$ cat config.mk
export PLATFORM = sky130hd
export DESIGN_NAME = fetch_stage
export DESIGN_NICKNAME = d
export VERILOG_FILES = /design/src/rtl/fetch_stage.sv
export SDC_FILE = /design/constraint.sdc
export NUM_CORES = 1
export LEC_CHECK = 0
export ABC_AREA = 1
export CORE_MARGIN = 10
export CORE_UTILIZATION = 47
export DETAILED_ROUTE_END_ITERATION = 7
export GPL_TIMING_DRIVEN = 1
export PLACE_DENSITY = 0.89
export SYNTH_ARGS = -nofsm -noshare
export SYNTH_HDL_FRONTEND = slang
export SYNTH_SLANG_ARGS = --single-unit
$ cat constraint.sdc
create_clock -name clk -period 2.4 [get_ports clk]
set_input_delay 0.36 -clock clk [delete_from_list [all_inputs] [get_ports clk]]
set_output_delay 0.36 -clock clk [all_outputs]
set_load 0.05 [all_outputs]
$ cat src/rtl/fetch_stage.sv
// Instruction fetch stage: program counter plus IF/ID pipeline register with stall/flush/jump control.
// Optional macro FETCH_PERF_CNT_EN adds a fetch_cnt output that counts IF/ID loads.
module fetch_stage #(
    parameter logic [31:0] RESET_PC = 32'h0040_0000,
    parameter logic [31:0] NOP_INST = 32'h0000_0013
) (
    input  logic        clk,
    input  logic        rstn,
    input  logic        en,
    input  logic        stall,
    input  logic        flush,
    input  logic        jump,
    input  logic [31:0] jump_target,
    input  logic [31:0] imem_rdata,
`ifdef FETCH_PERF_CNT_EN
    output logic [31:0] fetch_cnt,
`endif
    output logic [31:0] imem_addr,
    output logic [31:0] pc_if,
    output logic [31:0] inst_id,
    output logic [31:0] pc_id,
    output logic [31:0] pcadd4_id,
    output logic        valid_id
);

    logic [31:0] pc_r;
    logic [31:0] inst_r;
    logic [31:0] pc_id_r;
    logic [31:0] pcadd4_r;
    logic        valid_r;

    logic [31:0] pc_plus4_s;
    logic [31:0] pc_next_s;
    logic        bubble_s;
    logic        load_s;

    // Next-PC selection and IF/ID load/bubble decision; jump outranks stall.
    always_comb begin
        pc_plus4_s = pc_r + 32'd4;
        bubble_s   = flush | jump;
        load_s     = 1'b0;
        if (jump) begin
            pc_next_s = {jump_target[31:2], 2'b00};
        end else if (stall) begin
            pc_next_s = pc_r;
        end else begin
            pc_next_s = pc_plus4_s;
        end
        if (!bubble_s && !stall) begin
            load_s = 1'b1;
        end else begin
            load_s = 1'b0;
        end
    end

    // PC and IF/ID state; reset wins over everything, en=0 freezes all state.
    always_ff @(posedge clk) begin
        if (!rstn) begin
            pc_r     <= RESET_PC;
            inst_r   <= NOP_INST;
            pc_id_r  <= 32'h0000_0000;
            pcadd4_r <= 32'h0000_0000;
            valid_r  <= 1'b0;
        end else if (en) begin
            pc_r <= pc_next_s;
            if (bubble_s) begin
                inst_r   <= NOP_INST;
                pc_id_r  <= 32'h0000_0000;
                pcadd4_r <= 32'h0000_0000;
                valid_r  <= 1'b0;
            end else if (load_s) begin
                inst_r   <= imem_rdata;
                pc_id_r  <= pc_r;
                pcadd4_r <= pc_plus4_s;
                valid_r  <= 1'b1;
            end
        end
    end

`ifdef FETCH_PERF_CNT_EN
    logic [31:0] cnt_r;

    // Count cycles in which IF/ID takes a real instruction; wraps naturally.
    always_ff @(posedge clk) begin
        if (!rstn) begin
            cnt_r <= 32'h0000_0000;
        end else if (en && load_s) begin
            cnt_r <= cnt_r + 32'd1;
        end
    end

    assign fetch_cnt = cnt_r;
`endif

    assign pc_if     = pc_r;
    assign imem_addr = pc_r;
    assign inst_id   = inst_r;
    assign pc_id     = pc_id_r;
    assign pcadd4_id = pcadd4_r;
    assign valid_id  = valid_r;

endmodule

# Yosys cells after proc, flatten, opt, wreduce, memory -nomap -nowiden
# Index checks and enable logic that the tools add are counted.
[op_classes] n_addsub=1 shifts=0 magnitude_cmp=0 n_div=0 n_bitwise=1 eq_ne=1 n_mul=0 reduce_logical=6 n_mux=11
[ops] op="32-bit 2-to-1 mux" count=8
[ops] op="32-bit by 3-bit adder with 32-bit output, second input constant" count=1
[ops] op="2-bit AND reduction" count=2
[ops] op="1-bit 2-to-1 mux" count=3
[ops] op="1-bit zero test" count=2
[ops] op="2-bit by 1-bit inequality test with 1-bit output, second input constant" count=1
[ops] op="2-bit nonzero test" count=1
[ops] op="1-bit logical AND" count=1
[ops] op="1-bit bitwise OR" count=1
[word_totals] rom_bits=0 latchBits=0 mem_bits_rw=0 mem_count=0 in_bits=70 ff_bits=129 word_cells=25 output_inout_bits=161

# Depth between registers and ports, before layout
[logic_depth] word_depth=6 mapped_depth=10 ltp_nobuf=10

# Worst setup path after synthesis
# Ideal clock, no wire load.
[synth_path] kind="register to register" from="register pc_r[2] (netlist: imem_addr[2])" to="register pc_r[22] (netlist: imem_addr[22])" slack_ps=512 setup_time_ps=131 path_stages_with_launch=11 required_time_ps=2269 period_less_slack_ps=1888 path_buffers=0 t_arrival_ps=1757 path_cell_list="dfxtp_1 -> ha_1 -> inv_1 -> nor2_1 -> nand2_2 -> nor2_2 -> nand2_1 -> nand2_1 -> nand3_1 -> nand2_1 -> nand3_1"
[synth_via] elab_chain_cells=3
[synth_rtl] element="start, declared" line="26" text="logic [31:0] pc_r;"
[synth_rtl] element="start signal, assigned" line="65" text="pc_r <= pc_next_s;"
[synth_rtl] element="32-bit by 3-bit adder with 32-bit output" line="39" text="pc_plus4_s = pc_r + 32'd4;"
[synth_rtl] element="32-bit 2-to-1 mux" line="44" text="end else if (stall) begin"
[synth_rtl] element="32-bit 2-to-1 mux" line="42" text="if (jump) begin"
# Every way passes these cells. The select of a mux whose other input is x is not followed.
# A chain may end at the register's enable or synchronous reset.

# Final worst setup path
[layout_path] from="register pc_r[23] (netlist: imem_addr[23])" to="output port pc_if[23]"
[layout_lines] element="end, declared" line="19" text="output logic [31:0] pc_if,"
# No word-level cell between the ends.

==> results.txt <==
Register Area: 2482 um2
CP required: 2.04 ns
clk sinks: 124
Clock Tree Root: clkbuf_16
total wire length: 19.41 mm
fraction of layout cells with a size suffix above 1: 6.687%
Buf/Inv on CP: 1
CTS tree: yes
Die W: 129.4 um
die area: 16740 um2
HP Class: reg2reg
slowest stage delay, CP: 0.88 ns
Wirelength per Cell: 16.95 um
Starting Density: 48.61%
share of the synthesized area in the top cell type: 44.16%
Port Buffers: 224
Final ANT Viol Nets: 0
crit path kind: reg2out
post-cts resize count: 0
Synth Flop Type: dfxtp_1
WP data arrival: 1.83 ns
final period utilization: 91.38%
Synth top cells by count: nand2_1 (305), a21oi_1 (144), dfxtp_1 (124)
Worst-path clk slew: 0.06 ns
setup TNS: 0 ns
Pre-Repair DR Iteration Count: 5
Final Non-Filler Cells: 1145
Hold Vio Cnt, Final: 0
max frequency: 456.0 MHz
post-placement cell count: 1113
FF+latch count, synth: 124
crit path launch: imem_addr[23]
H-tree depth: 4
Layout Utilization: 72.41%
yosys synthesis warning count: 0
status: complete, no violations
post-place setup slack: 0.2391 ns
max_cap viols: 0
reg2reg setup slack: 0.55 ns
WP depth: 1
FP Rows: 39
total gr overflow: 0
post-synthesis async set-or-reset flop share: 0%
Slew Limit Fails: 0
Worst-Margin Slew: 0.6121 ns
drt drc: 0
Final WS setup: 0.2068 ns
post-CTS setup buffer count: 0
Avg Vias per Cell: 5.172
Worst R2R Start: imem_addr[10]
largest net degree at the start of global routing: 90
clk buf depth: 2
minimum clock period: 2.193 ns
synthesized area: 5622 um2
Slowest-stage cell, CP: clkdlybuf4s50_1
worst r2r dst: pcadd4_id[14]
hold_buf cts: 0
WHS Path Cells: 2
FF-to-FF path depth: 7
number of flops mapped to enable cells by yosys: 0
Iteration-0 DRC Markers: 463
Area Overhead vs Synth: 48.97%
I/O pin count: 231
leakage power: 2.981 nW
Crit Path Max Fanout: 8
endpoints failing setup: 0
Mapped Cells: 807
clk_lat worst skew: 0.42 ns
RSZ-0062 raised after global routing: no
Multi-input gate area: 2570 um2
number of fill cells: 907
core footprint: 11560 um2
VDD IR max: 0.0004462 V
worst clock skew: 0.005694 ns
crit-path leading delay family: buffers and inverters
post-synth cell types: 23
dpl hpwl: 13.89 mm
Final Total Pwr: 0.005939 W
first-pass GRT wire length: 29.66 mm
routed via count: 5922
most frequent cell after synthesis: nand2_1
top post-synthesis cells by area: dfxtp_1 (44%), nand2_1 (20%), a21oi_1 (13%)
RD Place Congestion: 0.8987
Setup crit end kind: output port
Yosys top cell by area: dfxtp_1
startpoint class of the critical path: flip-flop
die height: 129.4 um
sequential area share after synthesis: 44.16%
ant diodes: 0
Cell Chain, Critical Path: clkdlybuf4s50_1
vias in the first global route: 5567
layout net count: 1060
TritonCTS buffer count: 17
Syn Area/Cell: 6.966 um2
critical path capture point: pc_if[23]
pwr dens: 709.2 nW/um2
normalized max-slew margin: 59.07%
antenna violations before repair: 0
GRT Total Usage: 22.34%
[power by group]
part | switching (W) | total [W] | internal (W)
clock | 0.000919 | 0.00270 | 0.00178
sequential | 0.0000897 | 0.00221 | 0.00212
combinational | 0.000667 | 0.00103 | 0.000358
total | 0.00168 | 0.00594 | 0.00426
[flip-flops by register name (all words and copies together), names as in the netlist]
| name | flops |
|---|---|
| imem_addr | 30 |
| inst_id | 32 |
| pc_id | 31 |
| pcadd4_id | 30 |
| valid_id | 1 |
[cell type report]
class / instances / share of cell area (%)
clock buffer: 20 / 5.453
clock inverter: 12 / 2.017
inverter: 26 / 1.165
multi-input combinational: 579 / 30.69
sequential: 124 / 29.64
tap: 143 / 2.137
timing repair buffer: 241 / 28.90
[cell usage in the layout, fill, tap and decap left out, types with 3 or more instances in the layout]
cell             netlist  routed
nand2_1              305     305
clkdlybuf4s50_1        0     224
a21oi_1              144     144
dfxtp_1              124     124
nor2_1                43      43
o21ai_0               30      30
inv_1                 21      21
clkbuf_16              0      17
nand3_1               14      14
buf_4                 37      13
xor2_1                 8       8
xnor2_1                7       7
nand2_2                6       6
inv_2                  5       5
nor2_2                 5       5
clkinv_2               0       5
nand3b_1               4       4
conb_1                 1       4
bufinv_16              0       4
buf_12                 0       4
o22ai_1                3       3
nor2_4                 3       3
[metal layers]
metal / routed length (um) / global-route usage (%) / vias to the layer above
met5: 0 / 0 / -
met4: 338 / 7.692 / 0
met3: 1731 / 7.871 / 26
met2: 9711 / 38.29 / 236
met1: 7624 / 25.32 / 2749
li1: - / - / 2911
[through the flow]
| step | hold slack, ns | instance area (um2) |
|---|---|---|
| after floorplan | 0.4893 | 5633 |
| after global placement | 0.4489 | 7749 |
| after detailed placement | 0.4527 | 7749 |
| after CTS | 0.4616 | 8374 |
| after global routing | 0.4766 | 8374 |
| final | 0.4610 | 8374 |
[worst min-delay path, cell delays in order, from the launching register on]
cell and delay, ns:
dfxtp_1 0.30, nand2_1 0.06, a21oi_1 0.05
[cell families after synthesis]
kind of cell             count (synthesis)  synth area share [%]
AO/OA/AOI/OAI                          179                 16.05
XOR/XNOR                                15                 2.337
adder cells (fa/ha/maj)                  1                0.2225
buffers and inverters                  107                 10.33
flip-flops                             124                 44.16
other                                    1               0.06671
AND/OR/NAND/NOR                        380                 26.84
[worst min-delay path by stage]
stage / startpoint / end / slack (ns)
after floorplan: imem_rdata[0] / inst_id[0] / 0.49
after global placement: valid_id / valid_id / 0.45
after detailed placement: valid_id / valid_id / 0.45
after CTS: valid_id / valid_id / 0.46
after global routing: inst_id[26] / inst_id[26] / 0.48
final: pc_id[8] / pc_id[8] / 0.46
Power figures use the tool's default switching activity.
